### src/rtl/pipeline_ctrl_pkg.sv
// Shared types and control-bundle constants for the pipeline hazard sequencer.
package pipeline_ctrl_pkg;

  localparam int unsigned REG_ADDR_W = 5;

  typedef enum logic [1:0] {
    RUN      = 2'd0,
    MEM_WAIT = 2'd1,
    ERR      = 2'd2
  } ctrl_state_e;

  typedef struct packed {
    logic pc_we;
    logic if_id_we;
    logic if_id_flush;
    logic id_ex_we;
    logic id_ex_flush;
    logic ex_mem_we;
    logic mem_wb_flush;
  } pipe_ctrl_t;

  localparam pipe_ctrl_t CTRL_RUN = '{
    pc_we: 1'b1, if_id_we: 1'b1, if_id_flush: 1'b0, id_ex_we: 1'b1,
    id_ex_flush: 1'b0, ex_mem_we: 1'b1, mem_wb_flush: 1'b0
  };

  // Whole pipeline held; MEM/WB gets a bubble so a stalled access never retires twice.
  localparam pipe_ctrl_t CTRL_FREEZE = '{
    pc_we: 1'b0, if_id_we: 1'b0, if_id_flush: 1'b0, id_ex_we: 1'b0,
    id_ex_flush: 1'b0, ex_mem_we: 1'b0, mem_wb_flush: 1'b1
  };

  localparam pipe_ctrl_t CTRL_BRANCH = '{
    pc_we: 1'b1, if_id_we: 1'b1, if_id_flush: 1'b1, id_ex_we: 1'b1,
    id_ex_flush: 1'b1, ex_mem_we: 1'b1, mem_wb_flush: 1'b0
  };

  localparam pipe_ctrl_t CTRL_LOAD_USE = '{
    pc_we: 1'b0, if_id_we: 1'b0, if_id_flush: 1'b0, id_ex_we: 1'b1,
    id_ex_flush: 1'b1, ex_mem_we: 1'b1, mem_wb_flush: 1'b0
  };

  localparam pipe_ctrl_t CTRL_RESET = '{
    pc_we: 1'b0, if_id_we: 1'b0, if_id_flush: 1'b1, id_ex_we: 1'b0,
    id_ex_flush: 1'b1, ex_mem_we: 1'b0, mem_wb_flush: 1'b1
  };

endpackage

### src/rtl/load_use_detect.sv
// Combinational load-use hazard compare between the load in EX and the sources read in ID.
module load_use_detect
  import pipeline_ctrl_pkg::*;
(
  input  logic [REG_ADDR_W-1:0] i_rs1_addr_id,
  input  logic [REG_ADDR_W-1:0] i_rs2_addr_id,
  input  logic                  i_rs1_used_id,
  input  logic                  i_rs2_used_id,
  input  logic [REG_ADDR_W-1:0] i_rd_addr_ex,
  input  logic                  i_mem_read_ex,
  output logic                  o_lu_stall
);

  logic w_rs1_hit;
  logic w_rs2_hit;

  assign w_rs1_hit  = i_rs1_used_id && (i_rd_addr_ex == i_rs1_addr_id);
  assign w_rs2_hit  = i_rs2_used_id && (i_rd_addr_ex == i_rs2_addr_id);
  // x0 is hardwired, so a load targeting it never creates a dependency.
  assign o_lu_stall = i_mem_read_ex && (i_rd_addr_ex != '0) && (w_rs1_hit || w_rs2_hit);

endmodule

### src/rtl/pipeline_hazard_ctrl.sv
// Stall/flush sequencer for the 5-stage pipeline: load-use bubble, branch flush, memory freeze.
// Optional performance counters are built only when PIPE_PERF_CNT_EN is defined.
module pipeline_hazard_ctrl
  import pipeline_ctrl_pkg::*;
#(
  parameter int unsigned MEM_TIMEOUT = 16,
  parameter int unsigned CNT_W       = 32
) (
  input  logic                  clk,
  input  logic                  rst_n,
  input  logic [REG_ADDR_W-1:0] i_rs1_addr_id,
  input  logic [REG_ADDR_W-1:0] i_rs2_addr_id,
  input  logic                  i_rs1_used_id,
  input  logic                  i_rs2_used_id,
  input  logic [REG_ADDR_W-1:0] i_rd_addr_ex,
  input  logic                  i_mem_read_ex,
  input  logic                  i_branch_taken_ex,
  input  logic                  i_dmem_req_mem,
  input  logic                  i_dmem_ready_mem,
  output logic                  o_pc_write_en,
  output logic                  o_if_id_write_en,
  output logic                  o_if_id_flush,
  output logic                  o_id_ex_write_en,
  output logic                  o_id_ex_flush,
  output logic                  o_ex_mem_write_en,
  output logic                  o_mem_wb_flush,
  output logic                  o_mem_timeout_err,
  output logic [1:0]            o_ctrl_state,
  output logic [CNT_W-1:0]      o_stall_cycles,
  output logic [CNT_W-1:0]      o_flush_count
);

  localparam int unsigned WAIT_W = (MEM_TIMEOUT > 1) ? $clog2(MEM_TIMEOUT) : 1;
  localparam bit WDOG_EN = (MEM_TIMEOUT != 0);
  localparam logic [WAIT_W-1:0] WAIT_LAST =
    WAIT_W'((MEM_TIMEOUT == 0) ? 0 : MEM_TIMEOUT - 1);

  ctrl_state_e       r_state;
  ctrl_state_e       w_state_next;
  logic [WAIT_W-1:0] r_wait_cnt;
  logic [WAIT_W-1:0] w_wait_cnt_next;
  logic              w_mem_stall;
  logic              w_frozen;
  logic              w_lu_stall;
  pipe_ctrl_t        w_ctrl;

  load_use_detect u_load_use_detect (
    .i_rs1_addr_id (i_rs1_addr_id),
    .i_rs2_addr_id (i_rs2_addr_id),
    .i_rs1_used_id (i_rs1_used_id),
    .i_rs2_used_id (i_rs2_used_id),
    .i_rd_addr_ex  (i_rd_addr_ex),
    .i_mem_read_ex (i_mem_read_ex),
    .o_lu_stall    (w_lu_stall)
  );

  always_ff @(posedge clk or negedge rst_n) begin
    if (!rst_n) begin
      r_state    <= RUN;
      r_wait_cnt <= '0;
    end else begin
      r_state    <= w_state_next;
      r_wait_cnt <= w_wait_cnt_next;
    end
  end

  always_comb begin
    w_state_next    = r_state;
    w_wait_cnt_next = r_wait_cnt;
    w_mem_stall     = 1'b0;
    unique case (r_state)
      RUN: begin
        if (i_dmem_req_mem && !i_dmem_ready_mem) w_mem_stall = 1'b1;
      end
      MEM_WAIT: begin
        if (!i_dmem_ready_mem) begin
          w_mem_stall = 1'b1;
        end else begin
          w_state_next    = RUN;
          w_wait_cnt_next = '0;
        end
      end
      ERR: begin
        w_state_next = ERR;
      end
      default: begin
        w_state_next    = RUN;
        w_wait_cnt_next = '0;
      end
    endcase
    if (w_mem_stall) begin
      w_state_next = MEM_WAIT;
      if (r_wait_cnt != '1) w_wait_cnt_next = r_wait_cnt + 1'b1;
      if (WDOG_EN && (r_wait_cnt == WAIT_LAST)) w_state_next = ERR;
    end
  end

  assign w_frozen = w_mem_stall || (r_state == ERR);

  // A frozen branch stays in EX and is acted on in the release cycle.
  always_comb begin
    w_ctrl = CTRL_RUN;
    if (!rst_n) begin
      w_ctrl = CTRL_RESET;
    end else if (w_frozen) begin
      w_ctrl = CTRL_FREEZE;
    end else if (i_branch_taken_ex) begin
      w_ctrl = CTRL_BRANCH;
    end else if (w_lu_stall) begin
      w_ctrl = CTRL_LOAD_USE;
    end
  end

  assign o_pc_write_en     = w_ctrl.pc_we;
  assign o_if_id_write_en  = w_ctrl.if_id_we;
  assign o_if_id_flush     = w_ctrl.if_id_flush;
  assign o_id_ex_write_en  = w_ctrl.id_ex_we;
  assign o_id_ex_flush     = w_ctrl.id_ex_flush;
  assign o_ex_mem_write_en = w_ctrl.ex_mem_we;
  assign o_mem_wb_flush    = w_ctrl.mem_wb_flush;
  assign o_mem_timeout_err = rst_n && (r_state == ERR);
  assign o_ctrl_state      = r_state;

`ifdef PIPE_PERF_CNT_EN
  logic [CNT_W-1:0] r_stall_cnt;
  logic [CNT_W-1:0] r_flush_cnt;

  always_ff @(posedge clk or negedge rst_n) begin
    if (!rst_n) begin
      r_stall_cnt <= '0;
      r_flush_cnt <= '0;
    end else begin
      if (!w_ctrl.pc_we && (r_stall_cnt != '1)) r_stall_cnt <= r_stall_cnt + 1'b1;
      if (!w_frozen && i_branch_taken_ex && (r_flush_cnt != '1)) begin
        r_flush_cnt <= r_flush_cnt + 1'b1;
      end
    end
  end

  assign o_stall_cycles = r_stall_cnt;
  assign o_flush_count  = r_flush_cnt;
`else
  assign o_stall_cycles = '0;
  assign o_flush_count  = '0;
`endif

endmodule

### config.mk
export PLATFORM = sky130hd
export DESIGN_NAME = pipeline_hazard_ctrl
export DESIGN_NICKNAME = d
export VERILOG_FILES = /design/src/rtl/pipeline_ctrl_pkg.sv /design/src/rtl/load_use_detect.sv /design/src/rtl/pipeline_hazard_ctrl.sv
export SDC_FILE = /design/constraint.sdc
export NUM_CORES = 1
export LEC_CHECK = 0
export CORE_ASPECT_RATIO = 0.8
export CORE_MARGIN = 2
export CORE_UTILIZATION = 27
export CTS_BUF_LIST = sky130_fd_sc_hd__clkbuf_2 sky130_fd_sc_hd__clkbuf_4 sky130_fd_sc_hd__clkbuf_8
export DETAILED_ROUTE_END_ITERATION = 6
export PLACE_DENSITY = 0.9
export SYNTH_ARGS = -nofsm -noshare
export SYNTH_HDL_FRONTEND = slang
export SYNTH_SLANG_ARGS = --single-unit
### constraint.sdc
create_clock -name clk -period 1.5 [get_ports clk]
set_clock_uncertainty 0.05 [all_clocks]
set_input_delay 0.225 -clock clk [delete_from_list [all_inputs] [get_ports clk]]
set_output_delay 0.225 -clock clk [all_outputs]
set_load 0.02 [all_outputs]
==> metrics.cfg <==
[floorplanning]
ios = 97
row_count = 19
die_height_um = 57.8
fp.coreArea_sq_um = 3450
dieWidth_um = 71.3
die_area_sq_um = 4120
initial_core_util_pct = 28.4

[grt]
grt_util_all_layers_pct = 7.94
grt_pass1_vias = 626
grt_max_degree = 7
grt_pass1_wl_um = 2570
antenna_found_initial = 0
grt-ovfl-total = 0

[placed_design]
portBuffers = 32
dp_cells = 203
place.gp.congestion = 0.767
postPlaceCellArea_sq_um = 1180
hpwl_um = 1570
preCtsSetupSlack_ns = -1.04

[synthesis]
ys_top_cells_by_area = buf_4 (51%), dfrtp_1 (15%), xor2_1 (7.2%)
ys_warn_count = 0
synth_cells = 122
synth_seq_area_share_pct = 15.3
syn_avg_cell_area_sq_um = 8.02
yosys_register_bits = 6
synth_top_family_by_area = buffers and inverters
synth_flop_cell = dfrtp_1
synth_cell_types = 25
synth-compound-area-share_pct = 6.65
synth_top_area_share_pct = 50.6
synth_area_sq_um = 978
synth_area_leader_cell = buf_4
async_flop_share_pct = 100
synth_xor_area_share_pct = 8.95
synth_edf_count = 0
synthAdderAreaFrac_pct = 1.28
yosys.area_share.simple_pct = 13.9
synthMuxAreaShare_pct = 2.05

[power]
worst_ir_drop_vdd_v = 0.000353
p_leak_uw = 0.000697
power_density_nw_per_um2 = 1140

[clock_network]
cts_tree = built
cts_htree_levels = 1
clk_pin_slew_worst_paths_ns = 0.04
clock_latency_ns = 0.22
root_buffer = clkbuf_8
cts_made_buffers = 3
cts.sinks = 6
postCtsHoldBufs = 0
cts.path.max_buffers = 2

[routing]
vias = 734
avgViaCountPerCell = 3.43
final_antenna_net_count = 0
wirelength_um = 1830
dr.pass1.iters = 2
routedWlPerCell_um = 8.55
drc_errors = 0
drt_iter0_markers = 8

[worst_hold_path]
hold_class = in2async

[worst_setup_path]
cp_max_fo = 2
arrival_ns = 1.47
crit_path_start_kind = input pin
endpoint_kind = output port
cp.required_ns = 1.22
criticalPathCategory = in2out

[status]
status = finished, violations left
violations = setup timing

[final_layout]
antenna_cells = 0
final_area_sq_um = 1280
syn2layout_area_growth_pct = 31.3
layout.nets = 197
final_cells = 214
final_layout_size_suffix_gt1_share_pct = 30.2

[sta]
whs_ns = 0.215
maxSlewViolCount = 0
finalCritPeriodShare_pct = 116
layout_setup_ws_ns = -0.241
rsz0062_at_grt = true
clock.fmax_ghz = 0.574
setup_viol = 8
hold_violations = 0
final.setup.tns_ns = -1.25
period_needed_ns = 1.74

[run]
maxCapViolCount = 0

-- sequential cells by signal, summed over array words and instances, names as in the netlist --
signal and count:
r_wait_cnt 4, o_ctrl_state 2
-- per-stage QoR --
step           utilization [%]  power, uW
3_3_place_gp              34.2       1050
4_1_cts                   36.6       1430
2_1_floorplan                -        877
3_5_place_dp              34.2       1070
5_1_grt                   37.3       1560
6_report                  37.3       1470
-- path summary, 6_finish.rpt --
| kind | start | end | slack (ns) | cells after the start |
|---|---|---|---|---|
| worst max register to register | r_wait_cnt[0] | r_wait_cnt[3] | 0.06 | 5 |
| worst min-delay path | rst_n | r_wait_cnt[2] | 0.22 | 2 |
| max in group asynchronous | rst_n | o_ctrl_state[1] | 1.06 | 2 |
| worst max-delay path | i_rd_addr_ex[1] | o_if_id_write_en | -0.24 | 7 |
| min in group clk | r_wait_cnt[3] | r_wait_cnt[3] | 0.44 | 1 |
| worst min register to register | r_wait_cnt[3] | r_wait_cnt[3] | 0.44 | 1 |
-- layout make-up --
| type | instances | area [sq um] |
|---|---|---|
| fill | 373 | 2160 |
| multi-input combinational | 111 | 612 |
| sequential | 6 | 153 |
| timing repair buffer | 49 | 412 |
| clock buffer | 4 | 48.8 |
| inverter | 2 | 7.51 |
| tap | 42 | 52.6 |
-- power by group --
part | internal [uW] | switching [uW] | total, uW
sequential | 222 | 57.6 | 280
combinational | 414 | 506 | 920
clock | 201 | 67.3 | 268
total | 837 | 631 | 1470
-- timing repair --
item | in CTS | in global routing
resized for setup | 102 | 7
setup buffers | 6 | 1
pin swaps | 13 | 1
setup endpoints to repair | 12 | 8
-- metal layers --
layer / GRT usage (%) / up-vias / wire length (um)
li1: - / 363 / -
met1: 7.14 / 325 / 610
met2: 16.0 / 42 / 1040
met3: 1.39 / 4 / 142
met4: 5.39 / 0 / 32
met5: 0 / - / 0
-- placed cells by master (no fill, tap or decap), types with 2 or more instances in the layout --
cell / Yosys / routed
nand2_4: 0 / 2
mux2i_1: 2 / 2
nor2_1: 6 / 4
clkbuf_8: 0 / 3
conb_1: 1 / 64
dlygate4sd2_1: 0 / 9
a21oi_1: 2 / 2
xnor2_1: 2 / 2
dfrtp_2: 0 / 2
buf_2: 0 / 8
buf_6: 0 / 10
xor2_1: 8 / 7
buf_4: 66 / 16
clkdlybuf4s50_1: 0 / 4
dfrtp_1: 6 / 4
clkdlybuf4s15_1: 0 / 2
nand2_1: 8 / 5
o21ai_0: 4 / 3
-- kinds of logic (layout without fill, tap and decap cells) --
| logic type | count (synthesis) | after routing |
|---|---|---|
| flip-flops | 6 | 6 |
| other | 1 | 64 |
| buffers and inverters | 68 | 55 |
| AND/OR/NAND/NOR | 24 | 24 |
| XOR/XNOR | 10 | 10 |
| AO/OA/AOI/OAI | 10 | 10 |
| adder cells (fa/ha/maj) | 1 | 1 |
| multiplexers | 2 | 2 |
-- Yosys cell counts, types with 2 or more instances --
master     n
buf_4     66
dfrtp_1    6
a21oi_1    2
xor2_1     8
xnor2_1    2
nand2b_1   2
inv_1      2
nand2_1    8
nor2_1     6
mux2i_1    2
o21ai_0    4
-- critical path: stages --
cell and delay, ns:
buf_6 0.09, buf_6 0.11, xor2_2 0.15, nor4_2 0.23, a32oi_1 0.16, o311a_1 0.35, buf_6 0.15
Note: power is estimated with default switching activity, not from simulation.
